==> src/rtl/rr_dispatcher.sv <==
// Round-robin dispatcher: one valid/ready input stream fanned out to OUT_NUM
// registered output channels, rotating fairly among channels with free space.
module rr_dispatcher #(
    parameter int OUT_NUM = 8,
    parameter int DATA_W  = 32,
    parameter int IDX_W   = (OUT_NUM > 1) ? $clog2(OUT_NUM) : 1
) (
    input  logic                      clk,
    input  logic                      rst,
    input  logic                      in_valid,
    input  logic [DATA_W-1:0]         in_data,
    output logic                      in_ready,
    output logic [OUT_NUM-1:0]        out_valid,
    output logic [OUT_NUM*DATA_W-1:0] out_data,
    input  logic [OUT_NUM-1:0]        out_ready,
    output logic [IDX_W-1:0]          sel_idx
);

    logic [OUT_NUM-1:0] mask;
    logic [OUT_NUM-1:0] empty;
    logic [OUT_NUM-1:0] masked_empty;
    logic [IDX_W-1:0]   sel;
    logic [IDX_W-1:0]   sel_m;
    logic [IDX_W-1:0]   sel_u;
    logic               hit_m;
    logic               hit_u;
    logic               accept;

    // Eligibility comes from registered occupancy only, so out_ready never
    // reaches in_ready or the channel choice combinationally.
    assign empty        = ~out_valid;
    assign masked_empty = empty & mask;
    assign in_ready     = |empty;
    assign accept       = in_valid & in_ready;

    // Pick the lowest empty channel above the last one served, else wrap to the lowest empty channel.
    always_comb begin
        sel_m = '0;
        sel_u = '0;
        hit_m = 1'b0;
        hit_u = 1'b0;
        for (int unsigned i = 0; i < OUT_NUM; i++) begin
            if (masked_empty[i] && !hit_m) begin
                hit_m = 1'b1;
                sel_m = IDX_W'(i);
            end
            if (empty[i] && !hit_u) begin
                hit_u = 1'b1;
                sel_u = IDX_W'(i);
            end
        end
        sel = hit_m ? sel_m : sel_u;
    end

    // Per-channel holding registers: drain on handshake, load on accept.
    always_ff @(posedge clk or posedge rst) begin
        if (rst) begin
            out_valid <= '0;
            out_data  <= '0;
        end else begin
            for (int unsigned i = 0; i < OUT_NUM; i++) begin
                if (out_valid[i] && out_ready[i]) begin
                    out_valid[i] <= 1'b0;
                end
                if (accept && (sel == IDX_W'(i))) begin
                    out_valid[i]                   <= 1'b1;
                    out_data[i*DATA_W +: DATA_W]   <= in_data;
                end
            end
        end
    end

    // Rotation state: remember the served channel and mask it and everything below.
    always_ff @(posedge clk or posedge rst) begin
        if (rst) begin
            mask    <= '1;
            sel_idx <= '0;
        end else if (accept) begin
            sel_idx <= sel;
            for (int unsigned i = 0; i < OUT_NUM; i++) begin
                mask[i] <= (IDX_W'(i) > sel);
            end
        end
    end

endmodule
==> config.mk <==
export PLATFORM = sky130hd
export DESIGN_NAME = rr_dispatcher
export DESIGN_NICKNAME = d
export VERILOG_FILES = /design/src/rtl/rr_dispatcher.sv
export SDC_FILE = /design/constraint.sdc
export NUM_CORES = 1
export LEC_CHECK = 0
export CORE_MARGIN = 2
export CORE_UTILIZATION = 30
export DETAILED_ROUTE_END_ITERATION = 8
export PLACE_DENSITY = 0.64
export SETUP_SLACK_MARGIN = 0.3
export SYNTH_ARGS = -nofsm -noshare
export SYNTH_HDL_FRONTEND = slang
export SYNTH_SLANG_ARGS = --single-unit
export TNS_END_PERCENT = 30
==> constraint.sdc <==
create_clock -name clk -period 17.15 [get_ports clk]
set_clock_uncertainty 0.15 [all_clocks]
set_input_delay 3.43 -clock clk [delete_from_list [all_inputs] [get_ports clk]]
set_output_delay 3.43 -clock clk [all_outputs]
set_load 0.02 [all_outputs]
==> flow_metrics.tcl <==
set metrics [dict create \
    ioPinCount 311 \
    detail_route.wl_per_cell_um 20.44 \
    grt_pass1_vias 7058 \
    grt_pass1_wl_um 44350 \
    worstHoldPathCells 1 \
    cts_hold_buf 0 \
    power_frac_clock 0.194 \
    grt_busiest_layer "met2" \
    clk_latency_ps 550 \
    cts_setup_buffers 0 \
    hold_class "flop to flop" \
    io_buffers 310 \
    synth_cells 663 \
    viasPerCell 4.675 \
    tns_ps 0 \
    dieArea_um2 36960 \
    tritoncts "yes" \
    grt_util_met1 0.2068 \
    relSlewSlack 0.3624 \
    worstReg2RegEnd "out_data[151]$_DFFE_PP0P_" \
    grt_usage 0.1566 \
    cp.required_ps 17420 \
    hpwl_um 20250 \
    ff2ff_path_depth 7 \
    fmax_ghz 0.1674 \
    drc_errors 0 \
    cts.path.max_buffers 3 \
    seq_area_frac_synth 0.6482 \
    cts_root_buf "clkbuf_16" \
    overflow 0 \
    ys_seq_elements 275 \
    slew_viol_final 0 \
    register_area_um2 6892 \
    grt_max_degree 145 \
    powerDensity_nw_per_um2 222.6 \
    die_height_um 192.3 \
    antenna_found_initial 2 \
    path_class "input port to flop" \
    hold_start "out_data[144]$_DFFE_PP0P_" \
    drt-total-wl_um 29910 \
    layout.nets 1031 \
    final_util 0.4391 \
    finalHoldViolations 0 \
    placementRows 68 \
    yosysUniqueCellTypes 40 \
    p_sw_mw 1.206 \
    tightest_slew_ps 956.4 \
    vdd_drop_max_mv 0.1143 \
    outcome "finished, final reports clean" \
    avgSynthCellArea_um2 16.04 \
    cp-end-kind "flop" \
    cts.clk_slew.worst_paths_ps 60 \
    cts_buffers 30 \
    num-fill-cells 3162 \
    p_int_mw 2.187 \
    diodes 0 \
    worstPathMaxFanout 18 \
    r2r_slack_ps 13640 \
    ys_warn_count 0 \
    final_cell_mix "310 x clkdlybuf4s50_1, 267 x dfrtp_1, 220 x mux2_2" \
    finalPower_mw 3.393 \
    p_leak_nw 6.429 \
    grt_use_met2 0.2465 \
    final_common_cell "clkdlybuf4s50_1" \
    gr-usage-met3 0.05619 \
    cts.sinks 275 \
    core_um2 34710 \
    antenna_left 0 \
    finalCriticalPeriod_ps 5973 \
    vias 6840 \
    stdcell_count 1463 \
    fin_crit_sh 0.3483 \
    cts.htree.levels 1 \
    pwr-share-comb 0.472 \
    drtPass1Iterations 4 \
    critPathArrivalTime_ps 6240 \
    drtIter0Drc 245 \
    netlist_area_um2 10630 \
    whs_endpoint "out_data[144]$_DFFE_PP0P_" \
    setup_viol 0 \
    reg2reg_from "out_valid[5]$_DFFE_PP0P_" \
    multi_input_area_um2 3545 \
    layout-drive-gt1-share 0.2937 \
    max_cap_violations 0 \
    holdWs_ps 331.6 \
    synth_nets 706 \
    sw_frac_of_total 0.3553 \
    area_growth_syn_to_layout_pct 43.37 \
    grt_setup_unrepaired "no" \
    place_inst 1411 \
    post_cts_resized 0 \
    start_kind "input port" \
    seqPwrFrac 0.333 \
    chipWidth_um 192.3 \
    start_util 0.3063 \
    gp_congestion 0.8932 \
]
-- synthesized netlist by cell type, drive strengths merged --
library cell	instances	area (um^2)
a31o	1	8.760
a2111oi	1	27.53
a211oi	1	7.510
nand3	4	20.02
or3	1	6.260
nor2b	6	37.54
nand2	12	45.04
o221ai	1	8.760
nor3	1	5.000
nor2	12	50.05
buf	26	186.4
o211a	2	20.02
o21ai	7	35.03
or4b	1	10.01
dfrtp	267	6681
or2	1	6.260
a21boi	2	26.28
o211ai	1	12.51
o21a	2	15.01
nand4	4	31.28
mux2	256	2883
a211o	1	8.760
a311oi	1	8.760
a21o	4	30.03
and4	3	26.28
nand2b	7	43.79
dfstp	8	210.2
a21oi	7	46.30
and2	7	43.79
inv	9	33.78
o21bai	2	15.01
o22ai	3	18.77
o31ai	1	12.51
a221o	1	10.01
-- final cells by class --
type | instances | area share
well taps | 455 | 0.03735
flip-flops and latches | 275 | 0.4521
repair buffers | 319 | 0.2088
clock buffers | 44 | 0.05869
clock inverters | 8 | 0.007716
multi-input cells | 353 | 0.2326
inverters | 9 | 0.002709
-- layer usage --
metal | up-vias | wire, um
met2 | 283 | 13400
met4 | 2 | 682
met1 | 3479 | 12980
met5 | - | 13
li1 | 3030 | -
met3 | 46 | 2827
-- per-stage QoR --
step | setup WS (ps) | instance area (um^2)
3_5_place_dp | 10590 | 14230
5_1_grt | 11030 | 15240
6_report | 11180 | 15240
4_1_cts | 11170 | 15240
3_3_place_gp | 10730 | 14230
2_1_floorplan | 6003 | 10630
-- how the worst max path moves through the flow --
stage                     startpoint                        end  slack [ps]
after floorplan                  rst    out_data[0]$_DFFE_PP0P_        6000
after global placement      in_valid  out_data[131]$_DFFE_PP0P_       10730
after detailed placement    in_valid  out_data[128]$_DFFE_PP0P_       10590
after CTS                   in_valid  out_data[151]$_DFFE_PP0P_       11170
after global routing        in_valid  out_data[133]$_DFFE_PP0P_       11030
final                       in_valid  out_data[151]$_DFFE_PP0P_       11180
-- sequential cells by signal (all words and copies together) (netlist names) --
register and cells:
sel_idx 3, mask 8, out_data 256, out_valid 8
-- critical path, cell delays in order --
cell	delay, ps
clkdlybuf4s50_1	530
o31ai_2	180
a211oi_1	590
a21boi_4	700
buf_4	420
mux2_2	370
-- logic make-up after synthesis --
group / synth area share
AOI/OAI and AO/OA: 0.02931
buffers and inverters: 0.02071
DFF: 0.6482
muxes: 0.2712
and+or+nand+nor: 0.03060
-- power groups by stage --
| stage | logic [mW] | registers, mW | clock network [mW] |
|---|---|---|---|
| finish | 1.60 | 1.13 | 0.659 |
| floorplan | 0.464 | 1.50 | 0 |
| global placement | 1.60 | 1.13 | 0 |
| CTS | 1.62 | 1.14 | 0.680 |
| global route | 1.69 | 1.17 | 0.703 |
| detailed placement | 1.62 | 1.14 | 0 |
(Power assumes the default switching activity.)
